$ cat src/rtl/branch_predict_resolve.sv
// Decode-stage branch resolver with a direct-mapped 2-bit saturating predictor table
// and saturating branch/mispredict statistics for the debug bus.
module branch_predict_resolve #(
    parameter int unsigned PC_WIDTH   = 16,
    parameter int unsigned INDEX_BITS = 4,
    parameter int unsigned STAT_WIDTH = 16
) (
    input  logic                  clock,
    input  logic                  reset,
    input  logic [PC_WIDTH-1:0]   fetch_pc,
    output logic                  predict_taken,
    input  logic                  resolve_valid,
    input  logic                  stall,
    input  logic [PC_WIDTH-1:0]   resolve_pc,
    input  logic [7:0]            operation,
    input  logic [2:0]            flags,
    input  logic                  predicted_taken,
    output logic                  take_branch_target,
    output logic                  mispredict,
    input  logic                  clear_stats,
    output logic [STAT_WIDTH-1:0] branch_count,
    output logic [STAT_WIDTH-1:0] mispredict_count
);

    localparam int unsigned DEPTH     = 1 << INDEX_BITS;
    localparam logic [1:0]  CNT_RESET = 2'b01;
    localparam logic [1:0]  CNT_MAX   = 2'b11;
    localparam logic [1:0]  CNT_MIN   = 2'b00;
    localparam logic [4:0]  BR_CLASS  = 5'b00111;

    localparam logic [1:0]  SRC_ALWAYS = 2'b00;
    localparam logic [1:0]  SRC_CARRY  = 2'b01;
    localparam logic [1:0]  SRC_ZERO   = 2'b10;
    localparam logic [1:0]  SRC_NEG    = 2'b11;

    logic [1:0]            table_q [DEPTH];
    logic [STAT_WIDTH-1:0] branch_q;
    logic [STAT_WIDTH-1:0] mispredict_q;

    logic [INDEX_BITS-1:0] fetch_idx;
    logic [INDEX_BITS-1:0] resolve_idx;
    logic                  is_branch;
    logic                  outcome;
    logic                  train;
    logic [1:0]            cnt_cur;
    logic [1:0]            cnt_next;

    // Only the low PC bits index the table; the rest are deliberately ignored.
    logic unused_pc_bits;
    assign unused_pc_bits = ^{fetch_pc[PC_WIDTH-1:INDEX_BITS], resolve_pc[PC_WIDTH-1:INDEX_BITS]};

    assign fetch_idx   = fetch_pc[INDEX_BITS-1:0];
    assign resolve_idx = resolve_pc[INDEX_BITS-1:0];

    // Fetch-side prediction reads pre-update state (no bypass from training).
    assign predict_taken = table_q[fetch_idx][1];

    // Branch condition evaluation against the ALU flags.
    always_comb begin
        outcome = 1'b0;
        case (operation[1:0])
            SRC_ALWAYS: outcome = 1'b1;
            SRC_CARRY:  outcome = (flags[2] == operation[2]);
            SRC_ZERO:   outcome = (flags[0] == operation[2]);
            SRC_NEG:    outcome = (flags[1] == operation[2]);
            default:    outcome = 1'b0;
        endcase
    end

    assign is_branch          = (operation[7:3] == BR_CLASS);
    assign take_branch_target = is_branch & outcome;
    assign train              = resolve_valid & ~stall & is_branch;
    assign mispredict         = train & (take_branch_target != predicted_taken);

    // Saturating counter step toward the resolved outcome.
    always_comb begin
        cnt_cur  = table_q[resolve_idx];
        cnt_next = cnt_cur;
        if (take_branch_target) begin
            if (cnt_cur != CNT_MAX) cnt_next = cnt_cur + 2'd1;
        end else begin
            if (cnt_cur != CNT_MIN) cnt_next = cnt_cur - 2'd1;
        end
    end

    always_ff @(posedge clock or posedge reset) begin
        if (reset) begin
            for (int i = 0; i < int'(DEPTH); i++) begin
                table_q[i] <= CNT_RESET;
            end
        end else if (train) begin
            table_q[resolve_idx] <= cnt_next;
        end
    end

    // Statistics; clear wins over a same-cycle increment, both hold at all-ones.
    always_ff @(posedge clock or posedge reset) begin
        if (reset) begin
            branch_q     <= '0;
            mispredict_q <= '0;
        end else if (clear_stats) begin
            branch_q     <= '0;
            mispredict_q <= '0;
        end else if (train) begin
            if (branch_q != '1) branch_q <= branch_q + STAT_WIDTH'(1);
            if (mispredict && (mispredict_q != '1)) mispredict_q <= mispredict_q + STAT_WIDTH'(1);
        end
    end

    assign branch_count     = branch_q;
    assign mispredict_count = mispredict_q;

endmodule

$ cat config.mk
export PLATFORM = sky130hd
export DESIGN_NAME = branch_predict_resolve
export DESIGN_NICKNAME = d
export VERILOG_FILES = /design/src/rtl/branch_predict_resolve.sv
export SDC_FILE = /design/constraint.sdc
export NUM_CORES = 1
export LEC_CHECK = 0
export CAP_MARGIN = 20
export CORE_ASPECT_RATIO = 1.75
export CORE_MARGIN = 1.5
export CORE_UTILIZATION = 44
export CTS_CLUSTER_DIAMETER = 100
export DETAILED_ROUTE_END_ITERATION = 6
export PLACE_DENSITY = 0.71
export SLEW_MARGIN = 0
export SYNTH_ARGS = -nofsm -noshare
export SYNTH_HDL_FRONTEND = slang
export SYNTH_SLANG_ARGS = --single-unit
$ cat constraint.sdc
create_clock -name clock -period 2.3 [get_ports clock]
set_input_delay 0.23 -clock clock [delete_from_list [all_inputs] [get_ports clock]]
set_output_delay 0.23 -clock clock [all_outputs]
set_load 0.005 [all_outputs]
After elaboration in Yosys (flattened, before gate mapping). Index checks and enable logic that the tools add are counted.

Register bits: 64. Input bits: 49. Output and inout bits: 35. Logic and storage cells: 71.

Add/subtract/negate cells: 4. Order comparisons: 3. Equality and inequality tests: 11. Muxes and demuxes: 19. Bitwise logic cells: 7. Reduce and logical (&&, ||, !) cells: 9.

Operators with widths (count): 16-bit 2-to-1 mux (6); 16-bit by 1-bit adder with 16-bit output (second input constant) (2); 32-bit bitwise mux (1); 16-bit inequality test (second input constant) (2); 2-bit binary-select mux with 4-bit select (2); 2-bit 2-to-1 mux (8); 5-bit >= comparator (second input constant) (2); 4-bit inverter with 5-bit output (2); 2-bit demux with 4-bit select (1); 2-bit nonzero test (4); 5-bit by 3-bit == test with 1-bit output (second input constant) (1); 5-bit by 1-bit less-than comparator with 1-bit output (second input constant) (1); 1-bit AND (4); 2-bit == test (second input constant) (2); 1-bit one-hot mux with 4 select lines (1); 2-bit AND reduction (2); 1-bit == test (3); 2-bit by 1-bit adder with 2-bit output (second input constant) (1); 2-bit by 1-bit == test with 1-bit output (second input constant) (1); 1-bit logical AND (2); 2-bit zero test (1); 2-bit inequality test (second input constant) (1); 2-bit by 1-bit subtractor with 2-bit output (second input constant) (1); 1-bit inequality test (1); 1-bit inverter (1).

Longest topological paths before layout.
Depth after elaboration: 9. Depth in mapped cells: 8. Depth with buffers taken out: 7.

Worst setup path after synthesis. No wires, ideal clock.

Path kind: register -> register. Start point: register branch_q[7], in the netlist branch_count[7]. End point: register branch_q[9], in the netlist branch_count[9]. Setup time: 132 ps. Arrival time: 1758 ps. Path slack: 410 ps. Cell stages (with the launch flop): 7. Path buffers: 0. Period minus slack after synthesis: 1890 ps. Cells stage by stage: dfrtp_1 and4_1 and4_1 a311oi_1 nand3_1 xor2_1 nor2_1.

Longest elaborated chain between the ends: 4.

RTL lines: from (decl) (line 37) `logic [STAT_WIDTH-1:0] branch_q;`; from (signal assigned) (line 105) `if (branch_q != '1) branch_q <= branch_q + STAT_WIDTH'(1);`; 16-bit by 1-bit adder with 16-bit output (line 105); 16-bit 2-to-1 mux (line 105); 16-bit 2-to-1 mux (line 104) `end else if (train) begin`; 16-bit 2-to-1 mux (line 101) `end else if (clear_stats) begin`.

Parallel ways exist; a longest one is shown, timed or not. The select of a mux whose other input is x is not followed. A chain may end at the register's enable or synchronous reset.

Worst setup path in the final report.
Start point: register table_q[25] (netlist bit). End point: output port predict_taken.

Longest elaborated chain between the ends: 3.

RTL lines: from (decl) (line 36) `logic [1:0] table_q [DEPTH];`; from (signal, indexed assignment) (line 92) `table_q[resolve_idx] <= cnt_next;`; 2-bit binary-select mux with 4-bit select (line 56) `assign predict_taken = table_q[fetch_idx][1];`; 2-bit 2-to-1 mux (not written as such) (2 in a row) (line 56); to (decl) (line 11) `output logic predict_taken,`.

No other way between the ends. The select of a mux whose other input is x is not followed.

==> impl_metrics.py <==
metrics = {
    "outcome": {
        "status": "completed",
    },
    "drt": {
        "via_per_inst": 5.69,
        "ant_nets": 0,
        "via_count": 3293,
        "routed_wl_um": 9310,
        "wl_per_cell_um": 16.1,
        "drc": 0,
        "drt_iter0_markers": 191,
        "detail_route.first_pass.iterations": 4,
    },
    "timing": {
        "finalMaxSlewViolations": 0,
        "holdWs_ns": 0.188,
        "worstMarginPinSlew_ns": 0.465,
        "finalWorstSetupSlack_ns": 0.116,
        "post-route-period-util_pct": 95.0,
        "report.final.setup_viol": 0,
        "rsz0062_at_grt": "no",
        "relSlewSlack_pct": 68.9,
        "clock-skew-final_ns": 0.00706,
        "hold_viol_final": 0,
        "min_period_ns": 2.18,
        "fmax_ghz": 0.458,
    },
    "die": {
        "ios": 84,
        "core_mm2": 0.00820,
        "dieArea_mm2": 0.00899,
        "rows": 44,
        "start_util_pct": 45.1,
        "dieWidth_um": 72.3,
        "die_height_um": 124,
    },
    "power": {
        "comb_power_share_pct": 9.7,
        "internal-power_mw": 2.05,
        "ir_worst_vdd_mv": 0.379,
        "finalPower_mw": 2.66,
        "switching_share_pct": 22.7,
        "p_seq_share_pct": 43.1,
        "leakage_nw": 2.08,
        "powerDensity_mw_per_mm2": 535,
        "pwr-share-clk_pct": 47.2,
        "p_sw_uw": 603,
    },
    "placement": {
        "finalWeightedCongestion": 0.829,
        "placed_cells": 561,
        "post_dp_cell_area_mm2": 0.00467,
        "io_buffers": 59,
        "post-place-ws_ns": -0.246,
        "place_hpwl_um": 6890,
    },
    "worst_setup_path": {
        "startpoint": "table_q[25]",
        "crit_chain": "mux4_2 > mux4_2 > dlygate4sd2_1",
        "crit_top_cell": "mux4_2",
        "r2r-end": "mispredict_count[13]",
        "crit_path_end_kind": "output pin",
        "startpoint_type": "register",
        "r2r-start": "mispredict_count[4]",
        "slowest_delay_ns": 0.49,
        "endpoint": "predict_taken",
        "crit_type": "reg -> out",
        "critPathArrivalTime_ns": 1.95,
        "crit_path_max_fanout": 3,
        "crit_required_ns": 2.07,
        "reg2reg_slack_ns": 0.17,
        "slowest_stage": "mux4_2",
        "reg2reg_depth": 6,
    },
    "synth": {
        "synth.avg_cell_area_um2": 9.63,
        "synth_cell_type_count": 45,
        "synth_top_area_share_pct": 32.5,
        "netlist_instances": 384,
        "synth-async-reset-ratio_pct": 100,
        "synth_edf_count": 0,
        "syn_nets": 435,
        "synth_ff_type": "dfrtp_1",
        "ys_ff_latch": 64,
        "ys_seq_area_share_pct": 43.8,
        "synth_top_cell_by_area": "dfrtp_1",
        "yosysWarnings": 0,
        "synth_area_leaders": "dfrtp_1 (32%), dfstp_2 (11%), mux4_2 (5.5%), nand2_1 (5.0%), nor2_1 (5.0%)",
        "netlist_area_mm2": 0.00370,
    },
    "finish": {
        "area_growth_pct": 34.3,
        "drive_above_1_share_pct": 22.2,
        "stdcell_area_mm2": 0.00497,
        "mostFrequentLayoutCell": "clkdlybuf4s50_1",
        "n_antenna_cell": 0,
        "instances_no_fill": 579,
        "nets": 533,
        "final_cell_mix": "clkdlybuf4s50_1 (54), nand2_1 (49), nor2_1 (49)",
    },
    "job": {
        "maxCapViolCount": 0,
    },
    "worst_hold_path": {
        "hp-class": "in -> async",
    },
    "clock_network": {
        "numCtsBuffers": 9,
        "clkSinkCount": 64,
        "cts-root-buf": "clkbuf_16",
        "clk_path_buf_depth": 2,
        "clk_pin_slew_ns": 0.05,
        "htreeDepth": 3,
        "cts_tree": "built",
        "hold_buffers": 0,
        "clk_latency_ns": 0.33,
    },
    "grt": {
        "grt_overflow_total": 0,
        "antenna_found_initial": 0,
        "track_usage_pct": 22.6,
        "grt_pass1_vias": 3382,
        "grt_pass1_wl_um": 15800,
        "grt_max_degree": 43,
    },
}
## cell type report
class / instances / area, um2
fillers: 682 / 3230
clock buffers: 15 / 268
flip-flops and latches: 64 / 1620
repair buffers: 101 / 941
clock inverters: 1 / 5.00
well taps: 92 / 115
multi-input cells: 296 / 1980
inverters: 10 / 37.5
## synth_stat cells, drive strengths merged, types with 3 or more instances
master	instances
nand2	49
mux2	10
buf	6
nor2	49
a31oi	4
and4	4
mux2i	4
or4	3
and3	7
nand2b	3
nand3	20
xor2	12
clkbuf	8
mux4	13
inv	10
a21oi	19
or3	3
nand4	8
xnor2	6
dfrtp	48
nor4	6
o21ai	21
dfstp	16
nor2b	15
nor3	14
and2	10
## worst min-delay path by stage
stage               cells after the start  slack, ns          start         endpoint
CTS                                     2       0.20          reset  branch_count[9]
finish                                  2       0.19          reset  branch_count[8]
global route                            2       0.25          reset  branch_count[9]
floorplan                               3       0.44  resolve_pc[2]      table_q[26]
global placement                        2       0.46    table_q[20]      table_q[20]
detailed placement                      2       0.46    table_q[20]      table_q[20]
## routing by layer
layer	track usage, %	vias up	routed length (um)
li1	-	1570	-
met5	0	-	0
met2	39.7	118	5010
met3	3.96	40	424
met4	13.1	0	454
met1	24.6	1565	3420
## stage by stage
step,util (%),setup TNS [ns]
finish,60.6,0
global route,60.6,0
CTS,60.5,0
detailed placement,56.9,-7.84
global placement,56.9,-6.69
floorplan,-,0
## cell families (layout without fill, tap and decap cells)
group                      after synthesis  in the layout  synth area share, %
and+or+nand+nor                        194            194                 25.8
DFF                                     64             64                 43.8
AOI/OAI and AO/OA                       54             54                 9.61
muxes                                   27             27                 12.4
buffers and inverters                   24            127                 3.04
xor gates and xnor gates                18             18                 4.26
adders and majority gates                3              3                0.981
## power groups by stage
stage | registers [mW] | logic (mW) | clock network, mW
2_1_floorplan | 1.16 | 0.119 | 0
3_5_place_dp | 1.16 | 0.252 | 0
4_1_cts | 1.15 | 0.261 | 1.27
3_3_place_gp | 1.16 | 0.247 | 0
6_report | 1.15 | 0.258 | 1.25
5_1_grt | 1.15 | 0.283 | 1.32
## repair_timing
item,in CTS,in global routing
buffers inserted,3,0
setup endpoints to repair,2,7
cloned,0,0
pin swaps,2,2
gates resized for setup,7,3
## critical path: cells and delay by family (launching register included)
kind	cells	cell delay, ns
mux	2	0.95
buf+inv	1	0.28
flops	1	0.40
## sequential cells by signal, indices dropped and copies added (netlist names)
register,count
branch_count,16
mispredict_count,16
table_q,32
Power figures use the tool's default switching activity.
